==> config.mk <==
export PLATFORM = sky130hd
export DESIGN_NAME = alu_result_stage
export DESIGN_NICKNAME = d
export VERILOG_FILES = /design/src/rtl/alu_result_stage.sv
export SDC_FILE = /design/constraint.sdc
export NUM_CORES = 1
export LEC_CHECK = 0
export ABC_AREA = 1
export CELL_PAD_IN_SITES_DETAIL_PLACEMENT = 1
export CELL_PAD_IN_SITES_GLOBAL_PLACEMENT = 1
export CORE_MARGIN = 8
export CORE_UTILIZATION = 38
export CTS_CLUSTER_SIZE = 30
export DETAILED_ROUTE_END_ITERATION = 8
export GPL_TIMING_DRIVEN = 1
export PLACE_DENSITY = 0.79
export SKIP_LAST_GASP = 1
export SYNTH_ARGS = -nofsm -noshare
export SYNTH_HDL_FRONTEND = slang
export SYNTH_SLANG_ARGS = --single-unit
==> constraint.sdc <==
create_clock -name clk -period 5.6 [get_ports clk]
set_clock_uncertainty 0.15 [all_clocks]
set_input_delay 0.56 -clock clk [delete_from_list [all_inputs] [get_ports clk]]
set_output_delay 0.56 -clock clk [all_outputs]
set_load 0.01 [all_outputs]
==> src/rtl/alu_result_stage.sv <==
// alu_result_stage: writeback stage behind the 64-bit ALU.
// Classifies exceptions, buffers up to two results in order and retires them
// to the register file. It also keeps the NZCV status register and a
// saturating count of retired exceptions.
module alu_result_stage #(
    parameter int DATA_W = 64,
    parameter int RD_W   = 5,
    parameter int CNT_W  = 16
) (
    input  logic              clk,
    input  logic              rst,
    input  logic              in_valid,
    output logic              in_ready,
    input  logic [DATA_W-1:0] in_c,
    input  logic              in_fz,
    input  logic              in_fc,
    input  logic              in_fn,
    input  logic              in_fv,
    input  logic [2:0]        in_opcode,
    input  logic              in_b_zero,
    input  logic [RD_W-1:0]   in_rd,
    input  logic              in_setf,
    output logic              wb_valid,
    input  logic              wb_ready,
    output logic [DATA_W-1:0] wb_data,
    output logic [RD_W-1:0]   wb_rd,
    output logic              wb_we,
    output logic [1:0]        wb_exc,
    output logic [3:0]        nzcv_q,
    output logic [CNT_W-1:0]  exc_count
);

    localparam logic [1:0] EXC_NONE    = 2'b00;
    localparam logic [1:0] EXC_ILLEGAL = 2'b01;
    localparam logic [1:0] EXC_DIVZ    = 2'b10;
    localparam logic [2:0] OP_DIV      = 3'd3;

    // Two-entry skid buffer, one slot per pointer value.
    logic [DATA_W-1:0] data_mem [2];
    logic [RD_W-1:0]   rd_mem   [2];
    logic [1:0]        exc_mem  [2];
    logic [3:0]        flag_mem [2];   // {N,Z,C,V}
    logic              setf_mem [2];

    logic       wr_ptr;
    logic       rd_ptr;
    logic [1:0] count;

    logic              push;
    logic              pop;
    logic [DATA_W-1:0] cls_data;
    logic [1:0]        cls_exc;

    // in_ready looks only at local state, never at wb_ready.
    assign in_ready = !rst && (count < 2'd2);
    assign wb_valid = (count != 2'd0);
    assign push     = in_valid && in_ready;
    assign pop      = wb_valid && wb_ready;

    // Exception classification of the incoming result.
    always_comb begin
        // NOTE: every output of this block gets a default first, so no path leaves it unassigned and no latch is inferred.
        cls_exc  = EXC_NONE;
        cls_data = in_c;
        if (in_opcode > OP_DIV) begin
            cls_exc  = EXC_ILLEGAL;
            cls_data = '0;
        end else if (in_opcode == OP_DIV && in_b_zero) begin
            cls_exc  = EXC_DIVZ;
            cls_data = '1;
        end
    end

    // Entry storage, written at the tail slot on push.
    // NOTE: the payload array has no reset; count gates every read, so stale contents are never observed.
    always_ff @(posedge clk) begin
        if (push) begin
            // NOTE: sequential state uses non-blocking assignment so every register samples pre-edge values.
            data_mem[wr_ptr] <= cls_data;
            rd_mem[wr_ptr]   <= in_rd;
            exc_mem[wr_ptr]  <= cls_exc;
            flag_mem[wr_ptr] <= {in_fn, in_fz, in_fc, in_fv};
            setf_mem[wr_ptr] <= in_setf;
        end
    end

    // Pointer and occupancy bookkeeping.
    always_ff @(posedge clk) begin
        if (rst) begin
            wr_ptr <= 1'b0;
            rd_ptr <= 1'b0;
            count  <= 2'd0;
        end else begin
            if (push) wr_ptr <= ~wr_ptr;
            if (pop)  rd_ptr <= ~rd_ptr;
            case ({push, pop})
                2'b10:   count <= count + 2'd1;
                2'b01:   count <= count - 2'd1;
                default: count <= count;
            endcase
        end
    end

    // Architectural status and exception counter, updated when the head retires.
    always_ff @(posedge clk) begin
        if (rst) begin
            nzcv_q    <= 4'b0000;
            exc_count <= '0;
        end else if (pop) begin
            if (exc_mem[rd_ptr] == EXC_NONE) begin
                if (setf_mem[rd_ptr]) nzcv_q <= flag_mem[rd_ptr];
            end else if (exc_count != {CNT_W{1'b1}}) begin
                exc_count <= exc_count + CNT_W'(1);
            end
        end
    end

    assign wb_data = data_mem[rd_ptr];
    assign wb_rd   = rd_mem[rd_ptr];
    assign wb_exc  = exc_mem[rd_ptr];
    assign wb_we   = (wb_exc == EXC_NONE);

endmodule

# --- Word-level counts from Yosys, hierarchy flattened ---
# Memory sizes are Yosys's and may differ from the RTL's. A register that Yosys moved wholly into a read port is not among the register bits.
# Cells that the tools add are included.
word_totals:
  regBits: 20
  ramBits: 152
  input_bits: 82
  output_inout_bits: 94
  word_cells: 46
  n_memories: 5
op_classes:
  addsub: 3
  n_lt_le_gt_ge: 2
  n_eq_ne: 4
  mux: 15
  bitwise: 3
  n_reduce_logical: 10
mem_list:
  columns: ["name", "depth", "width", "read_ports", "rd_clocked_by_memory_dff", "write_ports", "line", "source"]
  rows:
  - ["data_mem", 2, 64, 1, 1, 1, "39", "logic [DATA_W-1:0] data_mem [2];"]
  - ["rd_mem", 2, 5, 1, 1, 1, "40", "logic [RD_W-1:0] rd_mem [2];"]
  - ["flag_mem", 2, 4, 1, 1, 1, "42", "logic [3:0] flag_mem [2];"]
  - ["exc_mem", 2, 2, 1, 1, 1, "41", "logic [1:0] exc_mem [2];"]
  - ["setf_mem", 2, 1, 1, 1, 1, "43", "logic setf_mem [2];"]
ops:
  columns: ["cell", "count"]
  rows:
  - ["$mux 64", 2]
  - ["$add 16x1->16 const B", 1]
  - ["$ne 16x16->1 const B", 1]
  - ["$mux 1", 10]
  - ["$reduce_and 3->1", 2]
  - ["$logic_and 1x1->1", 4]
  - ["$mux 2", 2]
  - ["$pmux 2 s2", 1]
  - ["$reduce_bool 2->1", 2]
  - ["$eq 3x2->1 const B", 1]
  - ["$gt 3x2->1 const B", 1]
  - ["$not 1->1", 3]
  - ["$add 2x1->2 const B", 1]
  - ["$eq 2x1->1 const B", 1]
  - ["$eq 2x2->1 const B", 1]
  - ["$logic_not 2->1", 1]
  - ["$lt 2x2->1 const B", 1]
  - ["$sub 2x1->2 const B", 1]
  - ["$logic_not 1->1", 1]

# --- Logic depth before layout (Yosys ltp) ---
# Gate-level depths: netlist of run 1.
logic_depth:
  depth_word: 5
  mapped_depth: 10
  mapped_depth_nobuf: 10

# --- Worst setup path after synthesis of run 1 ---
# OpenSTA, ideal clock, no wires.
synth_timing:
  path_kind: "input -> register"
  start: "input port rst"
  end: "memory data_mem[1][0], enable pin"
  setup_ns: 0.512
  arrival_time_ns: 4.146
  required_time_ns: 4.938
  slack_ns: 0.791
  cell_stages: 3
  path_cell_list: "nor2_1 -> nand2_1 -> nor2_1"
synth_via:
  elab_chain_len: 5
synth_lines:
  columns: ["element", "line", "source"]
  rows:
  - ["from (decl)", "11", "input logic rst,"]
  - ["$logic_not 1->1", "55", "assign in_ready = !rst && (count < 2'd2);"]
  - ["$logic_and 1x1->1", "55", null]
  - ["$logic_and 1x1->1", "57", "assign push = in_valid && in_ready;"]
  - ["$mux 1", "77", "if (push) begin"]
  - ["$mux 1 (implied by the code)", "79", "data_mem[wr_ptr] <= cls_data;"]
  - ["to (decl)", "39", null]
# No other way between the ends.

==> results.yml, run 1 <==
status:
  status: "finished clean"
yosys:
  syn-cell-area_um2: 7431
  synth_edf_count: 152
  synth_cell_types: 27
  synth_ff_type: "edfxtp_1"
  ys_seq_area_frac: 0.6816
  synth_fp_nets: 834
  yosysWarnings: 0
  ys_async_sr_fraction: 0
  synth_top_area_cell: "edfxtp_1"
  netlist.area_leader.share: 0.6142
  syn_inst: 750
  ys_ff_latch: 177
  synth_area_leaders: "edfxtp_1 (61%), nand2_1 (14%), nor2_1 (8.6%), dfxtp_1 (6.7%), a21oi_1 (1.1%)"
  synth_area_per_cell_um2: 9.908
global_route:
  grt_pass1_wl_um: 32410
  grt_max_degree: 76
  grt.busiest_layer: "met2"
  gr-usage-met2: 0.3039
  gr-usage-all-layers: 0.1723
  antenna_found_initial: 2
  met1_usage: 0.1893
  gr-total-overflow: 0
  grt_pass1_vias: 6218
  grt_util_met3: 0.06731
timing:
  worstMarginPinSlew_ps: 1035
  final-max-slew-violation-count: 0
  fmax_mhz: 309.3
  rsz0062_at_grt: "no"
  period_share: 0.5773
  setup_violations: 0
  max-slew-margin-rel: 0.3086
  hold_viol: 0
  period_needed_ps: 3233
  finalSetupTns_ps: 0
die:
  ios: 176
  core_area_um2: 19330
  fp.dieW_um: 155.8
  die_h_um: 155.8
  die-area_um2: 24290
  rows: 51
  initial_core_util: 0.3843
setup_path:
  critical_path_buf_inv_count: 3
  critPathSlowestCell: "clkdlybuf4s50_1"
  path_delay_family: "buffers and inverters"
  cp.required_ps: 4890
  regToRegSetupSlack_ps: 3190
  path_cells: "inv_2 > buf_4 > nand2_1 > nand2_1 > clkdlybuf4s50_1"
  r2r_start: "count[1]"
  cp.arrival_ps: 2520
  critical_path_peak_fanout: 40
  critical_path.endpoint_type: "primary output"
  r2r-end: "data_mem[1][55]"
  critPathCapture: "wb_data[56]"
  max_stage_delay_ps: 560
  criticalPathCategory: "register to primary output"
  path_depth: 5
  cp_common_cell: "nand2_1"
  setup.worst_path.start_class: "register"
  r2r_cells: 4
power:
  powerDensity_nw_per_um2: 367.5
  leakage_uw: 0.003848
  ir_drop_uv: 208.7
cts:
  post_cts_buffers: 0
  cts_resized: 0
  clk_pin_slew_ps: 70
  htreeDepth: 4
  cts_buffers: 17
  cts_hold_buf: 0
  clk_latency_ps: 420
  cts-root-buf: "clkbuf_16"
  cts_max_path_buffers: 2
  cts_tree: "built"
  clock_sinks: 177
place:
  gp_congestion: 0.8120
  io_buffers: 175
  place_hpwl_um: 13900
routing:
  wirelength_um: 20040
  wl_per_cell_um: 16.80
  first_pass_iters: 4
  drtIter0Drc: 287
  dr_total_vias: 5656
  ant_nets: 0
  drc_errors: 0
  viasPerCell: 4.741
worst_hold_path:
  hp-class: "register to register"
  hold_start: "nzcv_q[0]"
finish:
  drive_gt1_frac: 0.06358
  fin_util: 0.5189
  layout.nets: 999
  antennaDiodeCount: 0
  area_growth_pct: 35.02
flow_run:
  maxCapViolCount: 0
-- cell usage after synthesis (all sizes together) (5+ instances only) --
| cell | count |
|---|---|
| clkbuf | 20 |
| dfxtp | 25 |
| inv | 22 |
| nand3 | 18 |
| nor2 | 172 |
| nand2 | 282 |
| o21ai | 11 |
| a21oi | 17 |
| edfxtp | 152 |
| buf | 15 |
| nand3b | 5 |
-- cell families (layout without fill, tap and decap cells) --
logic type / after synthesis / after routing / synth area share
and+or+nand+nor: 481 / 481 / 0.2580
adders and majority gates: 2 / 2 / 0.003367
DFF: 177 / 177 / 0.6816
buffers and inverters: 57 / 235 / 0.03250
xor gates and xnor gates: 4 / 4 / 0.004715
AOI/OAI and AO/OA: 29 / 29 / 0.01987
-- layout make-up --
type                       instances  area, um2
fill                            2109       9301
multi-input combinational        516       2145
tap                              265      331.6
inverter                          22      82.58
clock buffer                      17      425.4
timing repair buffer             181       1817
sequential                       177       5066
clock inverter                    15      166.4
-- flip-flops by register name (all words and copies together), names as in the netlist, named ones only --
register	flops
exc_count	16
count	2
exc_mem	4
rd_mem	10
nzcv_q	4
wr_ptr	1
rd_ptr	1
setf_mem	2
flag_mem	8
data_mem	128
-- metal layers --
metal	routed length, um	vias up
met5	27	-
met4	235	4
met3	1634	22
met2	10180	147
met1	7961	2724
li1	-	2759
-- placed cells by master, fill, tap and decap left out, drive strengths merged, types with 7 or more instances in the layout --
cell type,count
a21oi,17
buf,7
clkbuf,17
clkdlybuf4s50,174
dfxtp,25
edfxtp,152
inv,30
nand2,282
nand3,18
nor2,172
o21ai,11
-- metrics by stage --
step                hold slack [ps]  power (uW)  cell area (um2)  std cells  setup WS (ps)
floorplan                     346.1        2027             7431        750          791.2
global placement              354.9        2539             9442       1161           2249
detailed placement            365.7        2560             9442       1161           2199
CTS                           378.3        3745            10030       1193           2251
global route                  416.2        3861            10030       1193           2144
finish                        374.0        3687            10030       1193           2367
-- worst min path at each step --
stage / cells past startpoint / slack (ps) / to
2_1_floorplan: 2 / 350 / wr_ptr
6_report: 2 / 370 / nzcv_q[0]
3_5_place_dp: 2 / 370 / nzcv_q[0]
4_1_cts: 2 / 380 / exc_count[12]
3_3_place_gp: 2 / 350 / nzcv_q[3]
5_1_grt: 2 / 420 / exc_count[14]
-- worst min-delay path: stages (launching register included) --
cell and delay, ps:
dfxtp_1 330, o21ai_0 90, nor2_1 80
-- report_power, final --
part / total, uW / switching (uW) / internal [uW]
Combinational: 943 / 521 / 423
Sequential: 1570 / 35.5 / 1530
Clock: 1170 / 539 / 635
Total: 3690 / 1090 / 2590
Power figures use the tool's default switching activity.
==> inputs of run 2 (changes only) <==
- CORE_UTILIZATION: 38 -> 34
- PLACE_DENSITY: 0.79 -> 0.75
- clock period: 5.6 -> 2.9 ns (I/O delays scaled with it)
==> results.yml, run 2 (synthesis gave the netlist of run 1 again) <==
status:
  status: "finished clean"
power:
  swShare: 0.2952
  clkPwrFrac: 0.325
  leakage_uw: 0.003895
  ir_drop_uv: 382.3
  p_sw_uw: 2138
  pwr-share-comb: 0.253
  seq_power_share: 0.422
  internal_power_uw: 5106
  powerDensity_nw_per_um2: 715.1
routing:
  drc_errors: 0
  wl_per_cell_um: 17.18
  wirelength_um: 20840
  drtIter0Drc: 233
  viasPerCell: 4.645
  ant_nets: 0
  first_pass_iters: 5
  dr_total_vias: 5634
setup_path:
  critical_path_buf_inv_count: 3
  setup.worst_path.start_class: "register"
  cp.arrival_ps: 2280
  path_delay_family: "buffers and inverters"
  r2r_cells: 9
  critPathSlowestCell: "clkdlybuf4s50_1"
  path_cells: "inv_2 > buf_12 > nand2_1 > nand2_1 > clkdlybuf4s50_1"
  cp_common_cell: "nand2_1"
  max_stage_delay_ps: 540
  criticalPathCategory: "register to primary output"
  cp.required_ps: 2460
  critical_path_peak_fanout: 51
  critical_path.endpoint_type: "primary output"
  path_depth: 5
finish:
  top_register: "data_mem"
  layout_common_cells: "nand2_1 (276), clkdlybuf4s50_1 (174), nor2_1 (168)"
  largest_register_ffs: 128
  regArea_um2: 5066
  drive_gt1_frac: 0.06752
  top_regs: "data_mem x128, exc_count x16, rd_mem x10"
  multi_input_area_um2: 2145
  n_fill_cell: 2436
  fin_util: 0.4686
  stdcell_area_um2: 10130
  final_common_cell: "nand2_1"
  antennaDiodeCount: 0
  area_growth_pct: 36.34
  layout.nets: 1004
global_route:
  grt_pass1_vias: 6055
  gr-usage-all-layers: 0.1581
  grt_max_degree: 67
  gr-total-overflow: 0
  antenna_found_initial: 2
  grt_pass1_wl_um: 32600
timing:
  max-slew-margin-rel: 0.4995
  fmax_mhz: 368.1
  hold_viol: 0
  period_needed_ps: 2716
  setup_violations: 0
  period_share: 0.9367
  rsz0062_at_grt: "no"
  worstMarginPinSlew_ps: 750.8
  final-max-slew-violation-count: 0
cts:
  htreeDepth: 4
  clk_latency_ps: 430
  cts_tree: "built"
  cts-root-buf: "clkbuf_16"
  cts_resized: 0
  post_cts_buffers: 0
  cts_buffers: 17
  cts_hold_buf: 0
  cts_max_path_buffers: 2
  clk_pin_slew_ps: 70
  clock_sinks: 177
place:
  placed_cell_area_um2: 9523
  io_buffers: 175
  gp_congestion: 0.7938
  place_hpwl_um: 14480
die:
  ios: 176
  initial_core_util: 0.3437
  core_area_um2: 21620
  rows: 54
  die_h_um: 163.8
  die-area_um2: 26840
  fp.dieW_um: 163.8
worst_hold_path:
  hp-class: "primary input to register"
  min_path_cells: 3
flow_run:
  maxCapViolCount: 0
run 2: power by group through the flow:
stage | clock (uW) | sequential [uW] | combinational, uW
floorplan | 0 | 3080 | 830
global placement | 0 | 3100 | 1850
detailed placement | 0 | 3110 | 1860
CTS | 2410 | 3060 | 1880
global route | 2490 | 3080 | 2010
finish | 2350 | 3060 | 1840
run 2: final timing paths:
kind	end	slack (ps)	startpoint
setup / recovery	wb_data[2]	180	register
hold / removal	exc_mem[0][1]	280	in_opcode[2]
setup reg to reg	exc_count[1]	730	register
hold reg to reg	nzcv_q[3]	380	nzcv_q[3]
run 2: through the flow:
step                      cells  hold slack, ps  setup slack (ps)  total power [uW]  setup TNS [ps]
after floorplan             750           238.9            -422.8              3908          -63050
after global placement     1181           358.4             629.9              4952               0
after detailed placement   1181           369.1             586.4              4978               0
after CTS                  1213           257.8             107.4              7349               0
after global routing       1213           272.0             47.29              7582               0
final                      1213           281.1             183.5              7245               0
run 2: worst min-delay path, delay by kind of cell:
family / cells / cell delay, ps
buffers and inverters: 2 / 300
AND/OR/NAND/NOR: 1 / 50
run 2: per-layer routing:
layer / global-route usage / share of wire / wire length [um]
met1: 0.1853 / 0.42 / 8759
met2: 0.2671 / 0.49 / 10240
met3: 0.06190 / 0.079 / 1646
met4: 0.04008 / 0.0079 / 164
met5: 0 / 0.0013 / 27
run 2: layout make-up:
| class | instances | share of cell area |
|---|---|---|
| Tap cell | 280 | 0.03458 |
| Inverter | 22 | 0.008151 |
| Timing Repair Buffer | 186 | 0.1859 |
| Multi-Input combinational cell | 516 | 0.2117 |
| Clock buffer | 18 | 0.04236 |
| Clock inverter | 14 | 0.01729 |
| Sequential cell | 177 | 0.5001 |
